$ cat src/rtl/zero_comp_pkg.sv
// Shared constants, result encoding and helpers for the zero_comp_32bit comparator.
// The optional event counters are enabled with the ZERO_COMP_CNT_EN macro.
package zero_comp_pkg;

  localparam int WIDTH_DEFAULT = 32;
  localparam int CNT_W         = 16;

  typedef enum logic [1:0] {
    RES_EQ  = 2'd0,
    RES_BG  = 2'd1,
    RES_LES = 2'd2
  } result_e;

  function automatic result_e classify(input logic bg, input logic les);
    if (les) begin
      return RES_LES;
    end else if (bg) begin
      return RES_BG;
    end else begin
      return RES_EQ;
    end
  endfunction

  // Counters stick at all-ones instead of wrapping.
  function automatic logic [CNT_W-1:0] sat_inc(input logic [CNT_W-1:0] c);
    return (&c) ? c : c + CNT_W'(1);
  endfunction

endpackage

$ cat src/rtl/zero_comp_core.sv
// Stateless signed sign/zero classifier: exactly one of bg/les/eq is high.
module zero_comp_core #(
  parameter int WIDTH = 32
) (
  input  logic [WIDTH-1:0] number,
  output logic             bg,
  output logic             les,
  output logic             eq
);

  assign les = number[WIDTH-1];
  assign eq  = ~|number;
  assign bg  = ~les & ~eq;

endmodule

$ cat src/rtl/zero_comp_32bit.sv
// Registered signed comparison of number against zero, one cycle latency.
// Define ZERO_COMP_CNT_EN to add saturating per-result counters with cnt_clr.
module zero_comp_32bit
  import zero_comp_pkg::*;
#(
  parameter int WIDTH = WIDTH_DEFAULT
) (
  input  logic             clk,
  input  logic             rst_n,
  input  logic             in_valid,
  input  logic [WIDTH-1:0] number,
`ifdef ZERO_COMP_CNT_EN
  input  logic             cnt_clr,
  output logic [CNT_W-1:0] cnt_bg,
  output logic [CNT_W-1:0] cnt_les,
  output logic [CNT_W-1:0] cnt_eq,
`endif
  output logic             out_valid,
  output logic             bg,
  output logic             les,
  output logic             eq
);

  // Handshake: in_valid has no ready; each sampled in_valid yields out_valid
  // on the next cycle. Idle cycles drop out_valid but keep the last flags.
  logic core_bg, core_les, core_eq;

  zero_comp_core #(.WIDTH(WIDTH)) u_core (
    .number (number),
    .bg     (core_bg),
    .les    (core_les),
    .eq     (core_eq)
  );

  logic out_valid_d, out_valid_q;
  logic bg_d, bg_q;
  logic les_d, les_q;
  logic eq_d, eq_q;

  always_comb begin
    out_valid_d = in_valid;
    bg_d        = bg_q;
    les_d       = les_q;
    eq_d        = eq_q;
    if (in_valid) begin
      bg_d  = core_bg;
      les_d = core_les;
      eq_d  = core_eq;
    end
  end

  always_ff @(posedge clk) begin
    if (!rst_n) begin
      out_valid_q <= 1'b0;
      bg_q        <= 1'b0;
      les_q       <= 1'b0;
      eq_q        <= 1'b0;
    end else begin
      out_valid_q <= out_valid_d;
      bg_q        <= bg_d;
      les_q       <= les_d;
      eq_q        <= eq_d;
    end
  end

  assign out_valid = out_valid_q;
  assign bg        = bg_q;
  assign les       = les_q;
  assign eq        = eq_q;

`ifdef ZERO_COMP_CNT_EN
  result_e          res;
  logic [CNT_W-1:0] cnt_bg_d, cnt_bg_q;
  logic [CNT_W-1:0] cnt_les_d, cnt_les_q;
  logic [CNT_W-1:0] cnt_eq_d, cnt_eq_q;

  // Clear wins over a same-cycle increment.
  always_comb begin
    res       = classify(core_bg, core_les);
    cnt_bg_d  = cnt_bg_q;
    cnt_les_d = cnt_les_q;
    cnt_eq_d  = cnt_eq_q;
    if (cnt_clr) begin
      cnt_bg_d  = '0;
      cnt_les_d = '0;
      cnt_eq_d  = '0;
    end else if (in_valid) begin
      case (res)
        RES_BG:  cnt_bg_d  = sat_inc(cnt_bg_q);
        RES_LES: cnt_les_d = sat_inc(cnt_les_q);
        RES_EQ:  cnt_eq_d  = sat_inc(cnt_eq_q);
        default: ;
      endcase
    end
  end

  always_ff @(posedge clk) begin
    if (!rst_n) begin
      cnt_bg_q  <= '0;
      cnt_les_q <= '0;
      cnt_eq_q  <= '0;
    end else begin
      cnt_bg_q  <= cnt_bg_d;
      cnt_les_q <= cnt_les_d;
      cnt_eq_q  <= cnt_eq_d;
    end
  end

  assign cnt_bg  = cnt_bg_q;
  assign cnt_les = cnt_les_q;
  assign cnt_eq  = cnt_eq_q;
`endif

endmodule

$ cat config.mk
export PLATFORM = sky130hd
export DESIGN_NAME = zero_comp_32bit
export DESIGN_NICKNAME = d
export VERILOG_FILES = /design/src/rtl/zero_comp_pkg.sv /design/src/rtl/zero_comp_core.sv /design/src/rtl/zero_comp_32bit.sv
export SDC_FILE = /design/constraint.sdc
export NUM_CORES = 1
export LEC_CHECK = 0
export ABC_AREA = 1
export CORE_AREA = 2 2 39 41
export CTS_BUF_LIST = sky130_fd_sc_hd__clkbuf_2
export CTS_CLUSTER_SIZE = 20
export DETAILED_ROUTE_END_ITERATION = 10
export DIE_AREA = 0 0 41 43
export PLACE_DENSITY = 0.77
export SLEW_MARGIN = 20
export SYNTH_ARGS = -nofsm -noshare
export SYNTH_HDL_FRONTEND = slang
export SYNTH_SLANG_ARGS = --single-unit
$ cat constraint.sdc
create_clock -name clk -period 1.05 [get_ports clk]
set_clock_uncertainty 0.05 [all_clocks]
set_input_delay 0.105 -clock clk [delete_from_list [all_inputs] [get_ports clk]]
set_output_delay 0.105 -clock clk [all_outputs]
set_load 0.02 [all_outputs]
After elaboration in Yosys (flattened, before gate mapping)
Index checks and enable logic that the tools add are counted.

cells by class
  muxes and demuxes = 0
  shifts and indexed selects = 0
  $add $sub $neg = 0
  multiply operators = 0
  bitwise logic cells = 2
  eq/ne operators = 0
  reductions and logical operators = 2
  $lt $le $gt $ge = 0
  divide/modulo/power cells = 0

operator list
  cell              number
  $reduce_or 32->1  1
  $and 1x1->1       1
  $logic_not 1->1   1
  $not 1->1         1

word-level totals
  output and inout bits = 4
  memories = 0
  bits in read-only memories = 0
  latch bits = 0
  input bits = 35
  bits in writable memories = 0
  bits in registers = 4
  logic and storage cells = 8

Logic depth before layout (Yosys ltp)
Gate-level depths: netlist of run 1.

  depth in word-level cells = 2
  depth in mapped cells = 7
  gate-level depth less buffers = 7

Cells and area by module
Synthesis of run 1 repeated with hierarchy kept, for this count alone.

unflattened totals
  cells, all modules = 54
  area total of the unflattened synthesis = 279.0 µm²

modules (own cells, without submodules)
  module           times used  cells each  area each (µm²)  sequential area each (µm²)
  zero_comp_32bit  1           21          143.9            80.1
  zero_comp_core   1           33          135.1            0.0

Worst setup path before layout of run 1
No wires, ideal clock.

  kind = input-to-reg
  from = input port number[15]
  to = register bg_q, in the netlist bg
  stages = 6
  data required time = 0.878 ns
  slack = 0.284 ns
  arrival time = 0.595 ns
  buffers on the path = 0
  library setup time = 0.122 ns
  cell sequence = nor2_1 > nand2_1 > nor2_1 > nand2_1 > o21ai_0 > a21oi_1

between the ends
  cells in the longest elaborated chain, start to end = 2

ends and longest elaborated chain
  element               RTL line               RTL
  start, declared       zero_comp_32bit.sv:11  input logic [WIDTH-1:0] number,
  $reduce_or 32->1      zero_comp_core.sv:12   assign eq = ~|number;
  $and 1x1->1           zero_comp_core.sv:13   assign bg = ~les & ~eq;
  end signal, assigned  zero_comp_32bit.sv:60  bg_q <= bg_d;
  end, declared         zero_comp_32bit.sv:36  logic bg_d, bg_q;

No other way between the ends.
A chain may end at the register's enable or synchronous reset.

Worst setup path after layout of run 1
  from = input port number[28]
  to = register bg_q, in the netlist bg

The elaborated chain is that of the path after synthesis.

==> results.md, run 1 <==
- Dominant cell type by area after synthesis: nor2_1
- P_int: 0.0003625 W
- Run status: finished, final reports clean
- Unrepaired setup endpoints after global routing: yes
- Die W: 41 um
- DRC errors left: 0
- # port buffers: 38
- Final min period: 1.027 ns
- Multi-input gate area in the final layout: 158.9 um^2
- Final Max Tran Viols: 0
- Crit path max fanout: 2
- Crit path cell chain: clkdlybuf4s50_1 -> nor2_1 -> nand2_1 -> nor2_1 -> nand2_1 -> o21ai_1 -> a21oi_1
- Register area: 80.08 um^2
- NumNets Final: 127
- First-pass DRT Iterations: 3
- Synth Area per Inst: 5.213 um^2
- Hold Path Class: in2reg
- Post-synth top area share: 37.50%
- CP max stage delay: 0.39 ns
- DP Worst Slack: -0.3212 ns
- Maximum clock rate: 974.1 MHz
- Logic pwr share: 36.8%
- Total of fill cells in the finished design: 143
- #FFs+latches synth: 4
- Post-synth cell types: 6
- IO Count: 39
- Routed len/inst: 8.943 um
- CTS tree: built
- Required time worst endpoint: 1.09 ns
- Total wire length: 948 um
- Clock share of power: 28.9%
- Routability cong.: 0.6396
- Row count: 14
- Vias in the first global route: 455
- Yosys warns: 0
- GRT Resource Usage Total: 12.44%
- Sw Ratio: 24.49%
- Die area: 0.001763 mm^2
- Worst-margin pin slew: 0.2075 ns
- Post-DP Area: 658.1 um^2
- Post-synthesis cell count: 48
- Final Hold Viols: 0
- Share of layout cells above drive strength 1: 4.444%
- Final period utilization: 97.77%
- Max-cap viol count: 0
- Power Density: 692.5 mW/mm^2
- Reg power frac: 34.3%
- DRT iter0 DRCs: 5
- Clock transition at the registers of the reported paths: 0.04 ns
- Critical Path Start Type: input pin
- Syn Nets: 83
- Global-route wire length before repair: 1490 um
- Antenna-violating nets left: 0
- CTS H-tree lvls: 1
- Post-synthesis sequential area ratio: 32.00%
- Remaining Overflow, GRT: 0
- Area Overhead vs Synth: 177.0%
- Hpwl dp: 768.8 um
- Critical path's slowest cell: clkdlybuf4s50_1
- Crit Path Class: in2reg
- Switching pwr: 0.0001175 W
- Initial antenna violation count: 0
- ANT cells: 0
- Mapped cell area: 250.2 um^2
- Hold buffers post-CTS: 0
- Post-CTS Setup Repair Bufs: 0
- Top post-synthesis cells by area: nor2_1 (38%), dfxtp_1 (32%), nand2_1 (18%), o21ai_0 (6.0%), inv_1 (4.5%)
- Final Util: 50.09%
- Slew HR: 86.22%
- Clock Sinks: 4
- Static leakage: 0.3722 nW
- Initial Util: 18.08%
- Total CTS buffers: 3
- CTS max path bufs: 2
- Skew-Pair Late Insertion Delay: 0.21 ns
- WP data arrival: 1.07 ns
- Total core area: 0.001384 mm^2
- Crit. End Element: flop
- VDD IR max: 0.1937 mV
- Pin count of the biggest net entering global routing: 5
- Final setup viols: 0
- Die Ht: 43 um
- CTS Root Cell: clkbuf_2
- Post-layout instance area: 693.2 um^2
- Via count: 436
- Final worst slack: 0.02339 ns
- Vias per cell: 4.113
==> worst paths after layout <==
| kind | from | to | slack (ns) | cells after the start |
|---|---|---|---|---|
| setup / recovery | number[28] | bg | 0.02 | 7 |
| hold / removal | number[31] | les | 0.27 | 3 |
| setup reg to reg | eq | eq | 0.37 | 2 |
| hold reg to reg | bg | bg | 0.42 | 2 |
==> per-stage QoR <==
step | instances | power [W] | hold slack (ns) | setup TNS (ns)
final | 106 | 0.0004800 | 0.2709 | 0
after global routing | 106 | 0.0005106 | 0.3056 | -0.01827
after CTS | 106 | 0.0004898 | 0.2804 | 0
after detailed placement | 103 | 0.0003573 | 0.4032 | -0.5691
after global placement | 103 | 0.0003544 | 0.3999 | -0.4550
after floorplan | 48 | 0.0002064 | 0.1485 | 0
==> worst max-delay path: cells and delay by family <==
kind / cells / cell delay [ns]
AND/OR/NAND/NOR: 4 / 0.35
buffers and inverters: 1 / 0.39
AO/OA/AOI/OAI: 2 / 0.23
==> cell usage after synthesis <==
master,instances
nor2_1,25
inv_1,3
nand2_1,12
dfxtp_1,4
o21ai_0,3
a21oi_1,1
==> per-layer routing <==
metal,vias up,track usage [%],part of all wire [%]
li1,232,-,-
met1,178,10.90,34
met5,-,0,0
met4,0,10.67,2.0
met2,23,22.19,57
met3,3,1.571,7.4
==> flip-flops by register name, indices dropped and copies added, names as in the netlist <==
name       flops
out_valid      1
les            1
bg             1
eq             1
==> placed cells by master, fill, tap and decap left out <==
master,synthesis,final
o21ai_1,0,1
inv_1,3,3
clkdlybuf4s50_1,0,21
nand2_1,12,12
clkbuf_2,0,3
clkdlybuf4s15_1,0,3
dfxtp_1,4,4
dlymetal6s2s_1,0,10
dlygate4sd2_1,0,4
o21ai_0,3,2
a21oi_1,1,1
nor2_1,25,25
buf_4,0,1
==> timing repair <==
action	in CTS	in global routing
setup endpoints to repair	6	4
resized for setup	8	13
pin swaps	8	19
==> power groups by stage <==
stage | Combinational (W) | Clock (W) | Sequential [W]
after floorplan | 0.0000285 | 0 | 0.000178
after global placement | 0.000187 | 0 | 0.000167
after detailed placement | 0.000190 | 0 | 0.000167
after CTS | 0.000181 | 0.000144 | 0.000164
after global routing | 0.000193 | 0.000153 | 0.000165
final | 0.000177 | 0.000139 | 0.000165
==> final cells by class <==
cell class / count / area share (%)
Clock buffer: 3 / 2.166
Inverter: 3 / 1.625
Multi-Input combinational cell: 41 / 22.92
Sequential cell: 4 / 11.55
Tap cell: 16 / 2.888
Timing Repair Buffer: 39 / 58.84
==> logic make-up after synthesis <==
logic type / synth area share, %
AOI/OAI and AO/OA: 7.996
DFF: 32.00
buffers and inverters: 4.500
and+or+nand+nor: 55.50
No activity file was read; power rests on OpenSTA's default activity.
==> run 2, diff against run 1 <==
TNS_END_PERCENT = 30   (was unset)
==> results.md, run 2 (synthesis gave the netlist of run 1 again) <==
- GRT Resource Usage Total: 12.44% (unchanged)
- R2r startpoint: les
- Initial Util: 18.08% (unchanged)
- Total core area: 0.001384 mm^2 (unchanged)
- Non-Filler Instances: 106 (unchanged)
- Reg power frac: 34.2% (about the same)
- Post-CTS Setup Repair Bufs: 0 (unchanged)
- Routability cong.: 0.6396 (unchanged)
- Logic pwr share: 36.7% (about the same)
- Commonest non-fill, non-tap cell in the layout: nor2_1
- Vias per cell: 4.113 (unchanged)
- Slew HR: 86.21% (about the same)
- Required time worst endpoint: 1.10 ns (about the same)
- Hold buffers post-CTS: 0 (unchanged)
- P_int: 0.0003620 W (-0.12%)
- Vias in the first global route: 455 (unchanged)
- R2R cell count: 2 (unchanged)
- Pwr Total: 0.0004809 W (+0.19%)
- First-pass DRT Iterations: 2 (-1)
- Antenna-violating nets left: 0 (unchanged)
- DRT iter0 DRCs: 8 (+3)
- Static leakage: 0.4321 nW (+16%)
- Sw Ratio: 24.72% (+0.23 points)
- Unrepaired setup endpoints after global routing: yes
- Setup TNS: 0 ns (unchanged)
- Post-layout instance area: 714.4 um^2 (+3.1%)
- NumNets Final: 127 (unchanged)
- Hpwl dp: 768.8 um (unchanged)
- Row count: 14 (unchanged)
- Skew-Pair Late Insertion Delay: 0.21 ns (about the same)
- Final Max Tran Viols: 0 (unchanged)
- Final period utilization: 95.78% (-2.0 points)
- Maximum clock rate: 994.3 MHz (+2.1%)
- Clock transition at the registers of the reported paths: 0.04 ns (about the same)
- Critical path's slowest cell: clkdlybuf4s50_1
- Remaining Overflow, GRT: 0 (unchanged)
- Area Overhead vs Synth: 185.5%
- DRC errors left: 0 (unchanged)
- IO Count: 39 (unchanged)
- Placed insts: 103 (unchanged)
- Max-cap viol count: 0 (unchanged)
- Critical Path Start Type: input pin
- Clock share of power: 29.1% (+0.2 points)
- Worst Path Buf+Inv: 1 (unchanged)
- CP max stage delay: 0.39 ns (about the same)
- Final setup viols: 0 (unchanged)
- Final Util: 51.63% (+1.5 points)
- Reg-to-reg slack, setup: 0.37 ns (about the same)
- Total wire length: 973 um (+2.6%)
- Die Ht: 43 um (unchanged)
- Crit Path Class: in2reg
- WP data arrival: 1.05 ns (-0.02 ns)
- Pin count of the biggest net entering global routing: 5 (unchanged)
- Crit path cell chain: clkdlybuf4s50_1 -> nor2_1 -> nand2_1 -> nor2_1 -> nand2_1 -> o21ai_1 -> a21oi_1
- ANT cells: 0 (unchanged)
- Worst-margin pin slew: 0.2077 ns (+0.0001925 ns)
- Die area: 0.001763 mm^2 (unchanged)
- Power Density: 673.1 mW/mm^2 (-2.8%)
- Final min period: 1.006 ns (-0.02088 ns)
- Final Hold Viols: 0 (unchanged)
- Switching pwr: 0.0001189 W (+1.1%)
- RR Endpoint: les
- CTS Root Cell: clkbuf_2
- Delay-heaviest family, CP: buffers and inverters
- Most frequent cells in the layout: nor2_1 (25), clkdlybuf4s50_1 (17), dlymetal6s2s_1 (17), nand2_1 (12), dfxtp_1 (4)
- CTS max path bufs: 2 (unchanged)
- CTS tree: built
- Post-DP Area: 658.1 um^2 (unchanged)
- Share of layout cells above drive strength 1: 4.444% (unchanged)
- Run status: finished, final reports clean
- Hold Path Class: in2reg
- CTS H-tree lvls: 1 (unchanged)
- Crit path max fanout: 2 (unchanged)
- Routed len/inst: 9.179 um (+2.6%)
- Hold Path End: les
- VDD IR max: 0.1883 mV (-2.8%)
- Global-route wire length before repair: 1490 um (unchanged)
- Total CTS buffers: 3 (unchanged)
- Crit. End Element: flop
- Worst hold path startpoint: number[31]
- # port buffers: 38 (unchanged)
- Via count: 436 (unchanged)
- Clock Sinks: 4 (unchanged)
- Die W: 41 um (unchanged)
- Hold path depth: 3 (unchanged)
- Initial antenna violation count: 0 (unchanged)
[run 2: cell types whose count changed in the layout (fill, tap and decap cells not counted)]
cell,change
dlymetal6s2s_1,+7
clkdlybuf4s50_1,-4
dlygate4sd2_1,-3
[run 2: worst max path at each step]
stage | start | to | depth (start not counted)
2_1_floorplan | number[15] | bg | 6
3_3_place_gp | number[31] | bg | 7
3_5_place_dp | number[31] | bg | 7
4_1_cts | number[31] | bg | 7
5_1_grt | number[30] | bg | 7
6_report | number[30] | bg | 7
[run 2: power groups by stage]
stage / sequential, W / combinational, W / clock, W
2_1_floorplan: 0.000178 / 0.0000285 / 0
3_3_place_gp: 0.000167 / 0.000187 / 0
3_5_place_dp: 0.000167 / 0.000190 / 0
4_1_cts: 0.000164 / 0.000185 / 0.000144
5_1_grt: 0.000165 / 0.000192 / 0.000153
6_report: 0.000165 / 0.000177 / 0.000140
[run 2: area by class of cell]
class | instances | area (um^2)
Tap cell | 16 | 20.02
Clock buffer | 3 | 15.01
Fill cell | 146 | 669.4
Sequential cell | 4 | 80.08
Inverter | 3 | 11.26
Multi-Input combinational cell | 41 | 158.9
Timing Repair Buffer | 39 | 429.2
[run 2: timing repair]
item / CTS / global route
gates resized for setup: 5 / 20
hold endpoints to repair: 0 / 0
pin swaps: 2 / 22
endpoints found under the setup margin: 6 / 5
[run 2: metrics by stage]
step / hold slack, ns / worst slack, ns
detailed placement: 0.4032 / -0.3212
floorplan: 0.1485 / 0.2838
CTS: 0.4101 / -0.04521
global route: 0.2026 / -0.008113
finish: 0.1636 / 0.04427
global placement: 0.3999 / -0.2422
[run 2: routing by layer]
| layer | vias up | share of wire [%] | GRT usage (%) |
|---|---|---|---|
| li1 | 231 | - | - |
| met3 | 3 | 7.2 | 1.571 |
| met5 | - | 0 | 0 |
| met4 | 0 | 1.4 | 10.67 |
| met2 | 23 | 58 | 22.19 |
| met1 | 179 | 34 | 10.90 |
[run 2: worst register-to-register path, cell delays in order, from the launching register on]
cell and delay (ns):
dfxtp_1 0.30, o21ai_0 0.17, nor2_1 0.05
